`src/rtl/cmp_persist_monitor.sv`:
```
// cmp_persist_monitor
// Watches the one-hot result of a 4-bit magnitude comparator. It counts each
// relation, tracks how long the current relation has persisted, raises an
// alarm after RUN_LEN identical samples and flags malformed codes with a
// sticky error bit.
module cmp_persist_monitor #(
  parameter int CNT_W   = 8,
  parameter int RUN_LEN = 4
) (
  input  logic             clk,
  input  logic             rst_n,
  input  logic             clr,
  input  logic             valid,
  input  logic [2:0]       cmp,
  output logic [CNT_W-1:0] gt_cnt,
  output logic [CNT_W-1:0] eq_cnt,
  output logic [CNT_W-1:0] lt_cnt,
  output logic [3:0]       run_len,
  output logic             alarm,
  output logic [2:0]       alarm_code,
  output logic             err
);

  typedef enum logic [1:0] {
    IDLE  = 2'd0,
    TRACK = 2'd1,
    ALARM = 2'd2
  } state_t;

  localparam logic [3:0]       RUN_MAX = 4'(RUN_LEN);
  localparam logic [CNT_W-1:0] CNT_MAX = {CNT_W{1'b1}};

  state_t           state_q, state_d;
  logic [CNT_W-1:0] gt_cnt_q, gt_cnt_d;
  logic [CNT_W-1:0] eq_cnt_q, eq_cnt_d;
  logic [CNT_W-1:0] lt_cnt_q, lt_cnt_d;
  logic [3:0]       run_len_q, run_len_d;
  logic [2:0]       last_q, last_d;
  logic             alarm_q, alarm_d;
  logic [2:0]       alarm_code_q, alarm_code_d;
  logic             err_q, err_d;

  logic             one_hot;
  logic             accept;
  logic             malformed;
  logic [3:0]       run_next;

  // Classify the incoming sample; clr suppresses both acceptance and error.
  always_comb begin
    one_hot   = (cmp == 3'b100) || (cmp == 3'b010) || (cmp == 3'b001);
    accept    = valid && !clr && one_hot;
    malformed = valid && !clr && !one_hot;
  end

  // Length the run would have if the current sample is accepted.
  always_comb begin
    run_next = 4'd1;
    if (cmp == last_q) begin
      run_next = (run_len_q < RUN_MAX) ? run_len_q + 4'd1 : RUN_MAX;
    end
  end

  // Next-state logic: counters, run tracking, FSM and alarm outputs.
  always_comb begin
    state_d      = state_q;
    gt_cnt_d     = gt_cnt_q;
    eq_cnt_d     = eq_cnt_q;
    lt_cnt_d     = lt_cnt_q;
    run_len_d    = run_len_q;
    last_d       = last_q;
    alarm_d      = alarm_q;
    alarm_code_d = alarm_code_q;
    err_d        = err_q;

    if (clr) begin
      state_d      = IDLE;
      gt_cnt_d     = '0;
      eq_cnt_d     = '0;
      lt_cnt_d     = '0;
      run_len_d    = 4'd0;
      last_d       = 3'b000;
      alarm_d      = 1'b0;
      alarm_code_d = 3'b000;
      err_d        = 1'b0;
    end else begin
      if (malformed) begin
        err_d = 1'b1;
      end
      if (accept) begin
        if (cmp[2] && gt_cnt_q != CNT_MAX) gt_cnt_d = gt_cnt_q + 1'b1;
        if (cmp[1] && eq_cnt_q != CNT_MAX) eq_cnt_d = eq_cnt_q + 1'b1;
        if (cmp[0] && lt_cnt_q != CNT_MAX) lt_cnt_d = lt_cnt_q + 1'b1;
        run_len_d = run_next;
        last_d    = cmp;
        case (state_q)
          IDLE: begin
            state_d = TRACK;
          end
          TRACK: begin
            if (run_next == RUN_MAX) begin
              state_d      = ALARM;
              alarm_d      = 1'b1;
              alarm_code_d = cmp;
            end
          end
          ALARM: begin
            if (cmp != last_q) begin
              state_d      = TRACK;
              alarm_d      = 1'b0;
              alarm_code_d = 3'b000;
            end
          end
          default: begin
            state_d = IDLE;
          end
        endcase
      end
    end
  end

  // State register with asynchronous active-low reset.
  always_ff @(posedge clk or negedge rst_n) begin
    if (!rst_n) begin
      state_q      <= IDLE;
      gt_cnt_q     <= '0;
      eq_cnt_q     <= '0;
      lt_cnt_q     <= '0;
      run_len_q    <= 4'd0;
      last_q       <= 3'b000;
      alarm_q      <= 1'b0;
      alarm_code_q <= 3'b000;
      err_q        <= 1'b0;
    end else begin
      state_q      <= state_d;
      gt_cnt_q     <= gt_cnt_d;
      eq_cnt_q     <= eq_cnt_d;
      lt_cnt_q     <= lt_cnt_d;
      run_len_q    <= run_len_d;
      last_q       <= last_d;
      alarm_q      <= alarm_d;
      alarm_code_q <= alarm_code_d;
      err_q        <= err_d;
    end
  end

  assign gt_cnt     = gt_cnt_q;
  assign eq_cnt     = eq_cnt_q;
  assign lt_cnt     = lt_cnt_q;
  assign run_len    = run_len_q;
  assign alarm      = alarm_q;
  assign alarm_code = alarm_code_q;
  assign err        = err_q;

endmodule

```
`config.mk`:
```
export PLATFORM = sky130hd
export DESIGN_NAME = cmp_persist_monitor
export DESIGN_NICKNAME = d
export VERILOG_FILES = /design/src/rtl/cmp_persist_monitor.sv
export SDC_FILE = /design/constraint.sdc
export NUM_CORES = 1
export LEC_CHECK = 0
export ABC_AREA = 0
export CAP_MARGIN = 15
export CORE_UTILIZATION = 52
export DETAILED_ROUTE_END_ITERATION = 16
export DONT_BUFFER_PORTS = 1
export PLACE_DENSITY = 0.67
export SETUP_SLACK_MARGIN = 0.5
export SLEW_MARGIN = 25
export SYNTH_ARGS = -nofsm -noshare
export SYNTH_HDL_FRONTEND = slang
export SYNTH_SLANG_ARGS = --single-unit
```
`constraint.sdc`:
```
create_clock -name clk -period 4.4 [get_ports clk]
set_input_delay 1.1 -clock clk [delete_from_list [all_inputs] [get_ports clk]]
set_output_delay 1.1 -clock clk [all_outputs]
set_load 0.01 [all_outputs]
```
======== Word level (Yosys, flattened, before mapping) ========
Cells that the tools add are included.
cells by class
  add/sub/neg operators ................... 4
  order comparisons ....................... 1
  equality and inequality tests ........... 13
  multiplexer cells ....................... 32
  reduce and logical (&&, ||, !) cells .... 22
operator list
  kind                                                                          count
  8-bit 2-to-1 mux                                                              9
  8-bit by 1-bit adder with 8-bit output, second input constant                 3
  8-bit != test, second input constant                                          3
  3-bit 2-to-1 mux                                                              6
  4-bit 2-to-1 mux                                                              4
  2-bit nonzero test                                                            5
  2-bit 2-to-1 mux                                                              4
  1-bit logical AND                                                             6
  1-bit 2-to-1 mux                                                              6
  3-bit != test, second input constant                                          2
  2-bit one-hot mux with 3 select lines                                         1
  3-bit one-hot mux with 2 select lines                                         1
  2-bit AND reduction                                                           3
  4-bit by 1-bit adder with 4-bit output, second input constant                 1
  4-bit by 3-bit equality test with 1-bit output, second input constant         1
  4-bit by 3-bit less-than comparator with 1-bit output, second input constant  1
  4-bit AND reduction                                                           1
  3-bit by 1-bit equality test with 1-bit output, second input constant         1
  3-bit by 2-bit equality test with 1-bit output, second input constant         1
  3-bit equality test                                                           1
  3-bit equality test, second input constant                                    1
  3-bit != test                                                                 1
  3-bit AND reduction                                                           1
  3-bit nonzero test                                                            1
  6 further kinds                                                               8
storage, ports and cells
  bits in registers ....................... 38
  input port bits ......................... 7
  output and inout bits ................... 33
  word-level logic and storage cells ...... 81

======== Depth between registers and ports, before layout ========
  depth in word-level cells ............... 8
  depth in mapped cells ................... 7
  mapped depth without buffers ............ 6

======== Least setup slack after synthesis ========
OpenSTA, ideal clock, no wires.
  kind .................................... input-to-reg
  start point ............................. input cmp[1]
  end point ............................... register alarm_code_q[2] (netlist: alarm_code[2])
  setup time .............................. 0.065 ns
  arrival time ............................ 2.324 ns
  required time ........................... 4.335 ns
  slack ................................... 2.011 ns
  stages on the path ...................... 6
  path buffers ............................ 1
  path through ............................ buf_2 xnor2_1 nand3_1 mux2_1 a21oi_1 a22o_1
between the ends
  cells in the longest elaborated chain, start to end .. 6
  elaborated cells on any way between the ends .. 14
  those cells by class .................... eq/ne: 8; mux: 1; reduce/logical: 5
ends and longest elaborated chain
  what                                                      RTL line  RTL
  start, declared                                           14        input logic [2:0] cmp,
  branches (longest 5 deep; another with 4-bit 2-to-1 mux)  n/a
  4-bit AND reduction (no line) *                           n/a
  end signal, assigned                                      141       alarm_code_q <= alarm_code_d;
  end, declared                                             40        logic [2:0] alarm_code_q, alarm_code_d;
Every way passes the cells marked *.
A chain may end at the register's enable or synchronous reset.

======== Worst setup path in the final report ========
  start point ............................. input clr
  end point ............................... register alarm_code_q[2] (netlist: alarm_code[2])
between the ends
  cells in the longest elaborated chain, start to end .. 5
  elaborated cells on any way between the ends .. 9
  those cells by class .................... eq/ne: 2; mux: 1; reduce/logical: 6
ends and longest elaborated chain
  what                             RTL line  RTL
  start, declared                  12        input logic clr,
  1-bit logical NOT                51        accept = valid && !clr && one_hot;
  1-bit logical AND (2 in series)  51
  2-bit nonzero test (no line)     n/a
  4-bit AND reduction (no line)    n/a
Several ways; a longest one is shown, not always the timed one.

==> qor.txt <==
Status = completed
Final Hold Fails = 0
Final TNS setup = 0 ns
Post-synth cell types = 44
Top cell type's share of synthesized area = 0.470
Die height = 64.4 um
Max Cap Violations = 0
Register area share after synthesis = 0.470
CP startpoint kind = primary input
Area contributors post-synth = dfrtp_1 47%, xnor2_1 7.8%, nor2_1 5.2%
Finished Layout Cells = 253
Setup bufs post-CTS = 0
Routed Antenna Nets = 0
Clock Power Share = 0.486
Synthesized cell area = 2020 um^2
Slew Limit Fails = 0
Final wirelength = 4.06 mm
First-pass GRT wire length = 6.87 mm
Sinks on Clock Net = 38
Post-synth EDFFs = 0
H-tree depth = 2
Yosys Warn Count = 0
Post-CTS sizing = 0
DRT Pass-1 Iters = 4
Reg2reg setup slack = 2.45 ns
Initial DRC Count = 81
Input/output buffers = 0
GP Congestion = 0.801
Worst Tran Pin Value = 0.436 ns
CP Capture Type = register
Cell Area, Placed = 2050 um^2
Post-CTS Hold Buffers = 0
Antenna violations before repair = 0
Routed len/inst = 16.0 um
Comb power frac = 0.037
Clock-pin slew on the worst setup and hold paths = 0.07 ns
Net load switching power = 0.000145 W
Core footprint = 3690 um^2
Clk buf depth = 2
Placed Cells = 245
Initial Util = 0.549
CTS tree = built
Final hold slack = 0.492 ns
Inserted Diodes = 0
Pwr dens = 342 nW/um^2
Num ports = 40
Die ar. = 4140 um^2
Fillers = 342
Syn Nets = 214
Worst-Skew Late Latency = 0.29 ns
Area leader, netlist = dfrtp_1
Tot GR Track Use = 0.220
Post-DR vias/cell = 6.03
Final setup violation count = 0
Layout Skew = 0.00245 ns
Vias in the first global route = 1469
Die width = 64.4 um
Sequential cell area = 951 um^2
Design area = 2200 um^2
Sw Ratio = 0.193
Post-route DRC violation count = 0
Worst Hold Class = primary input to async pin
Fmax = 465 MHz
CP arrival = 2.34 ns
Area Growth Syn to Fin = 8.60%
Peak VDD IR = 0.000166 V
Row cnt = 22
Avg Inst Size Synth = 9.97 um^2
#FFs+latches synth = 38
Area of the multi-input gates = 1040 um^2
Largest net degree at the start of global routing = 39
R2r endpoint = alarm_code[2]
Commonest non-fill, non-tap cell in the layout = dfrtp_1
Seq pwr share = 0.477
Internal power = 0.000607 W
R2r worst-path depth = 6
Nets = 215
Max FO, Critical Path = 34
CTS Buf Count = 5
Slew headroom = 0.709
Crit path time final = 2.15 ns
RSZ-0062 raised after global routing = false
Most frequent cells in the layout = 38 x dfrtp_1, 28 x nor2_1, 22 x nand2_1
DP HPWL = 2.88 mm
Tcrit/Tclk final = 0.489
Layout cells sized above 1 = 0.107
Critical path class = primary input to register
CP required = 4.59 ns
Critical R2R Launch = run_len[0]
Leakage power = 0.921 nW
Total congestion overflow = 0
Synth Instances = 203
Prevailing post-synth register cell = dfrtp_1
Clk root buf = clkbuf_8
Vias = 1526
Asr flop ratio synth = 1.00
-- power groups by stage --
stage                     combinational [W]  sequential, W  clock (W)
after floorplan                   0.0000306       0.000364          0
after global placement            0.0000272       0.000365          0
after detailed placement          0.0000281       0.000366          0
after CTS                         0.0000282       0.000359   0.000375
after global routing              0.0000309       0.000359   0.000390
final                             0.0000281       0.000359   0.000365
-- metal layers --
layer | wire length, um | up-vias | share of wire | GRT usage
met5 | 0 | - | 0 | 0
met1 | 1680 | 760 | 0.41 | 0.261
li1 | - | 720 | - | -
met3 | 237 | 5 | 0.058 | 0.0714
met2 | 2080 | 41 | 0.51 | 0.364
met4 | 60 | 0 | 0.015 | 0.0917
-- logic make-up (layout without fill, tap and decap cells) --
logic type | after synthesis | count (layout) | share of synthesized area
xor gates and xnor gates | 21 | 21 | 0.0909
muxes | 3 | 3 | 0.0155
adders and majority gates | 4 | 4 | 0.0247
and+or+nand+nor | 93 | 93 | 0.258
buffers and inverters | 8 | 10 | 0.0179
AOI/OAI and AO/OA | 36 | 36 | 0.123
DFF | 38 | 38 | 0.470
-- sequential cells by signal, summed over array words and instances, names as in the netlist --
register    flops
alarm           1
alarm_code      3
eq_cnt          8
err             1
gt_cnt          8
last_q          3
lt_cnt          8
run_len         4
state_q         2
-- Yosys cell counts, types with 3 or more instances --
| library cell | n |
|---|---|
| dfrtp_1 | 38 |
| nor3_1 | 5 |
| xnor2_1 | 18 |
| nand4_1 | 4 |
| nand3b_1 | 4 |
| a22o_1 | 5 |
| nand3_1 | 8 |
| nor2_1 | 28 |
| nand2_1 | 22 |
| nor4_2 | 4 |
| o21ai_1 | 10 |
| ha_1 | 4 |
| xor2_1 | 3 |
| clkbuf_1 | 3 |
| a21oi_1 | 11 |
-- worst max-delay path, cell delays in order --
cell and delay [ns]:
nor3b_1 0.39, a22o_1 0.38, a21oi_1 0.20, a22o_1 0.26
-- cell type report --
| cell class | count | share of cell area |
|---|---|---|
| Multi-Input combinational cell | 157 | 0.472 |
| Sequential cell | 38 | 0.433 |
| Clock buffer | 6 | 0.0376 |
| Clock inverter | 2 | 0.0273 |
| Tap cell | 48 | 0.0273 |
| Inverter | 2 | 0.00342 |
-- worst max path at each step --
stage / from / end / slack [ns] / depth (start not counted)
floorplan: cmp[1] / alarm_code[2] / 2.01 / 6
global placement: clr / alarm_code[2] / 2.02 / 4
detailed placement: clr / alarm_code[2] / 1.95 / 4
CTS: clr / alarm_code[2] / 2.28 / 4
global route: clr / alarm_code[2] / 2.19 / 4
finish: clr / alarm_code[2] / 2.25 / 4
-- metrics by stage --
step / total power, W / worst slack (ns) / utilization
2_1_floorplan: 0.000395 / 2.01 / -
3_5_place_dp: 0.000394 / 1.95 / 0.557
5_1_grt: 0.000780 / 2.19 / 0.596
6_report: 0.000752 / 2.25 / 0.596
3_3_place_gp: 0.000392 / 2.02 / 0.557
4_1_cts: 0.000762 / 2.28 / 0.596
No activity file was read; power rests on OpenSTA's default activity.
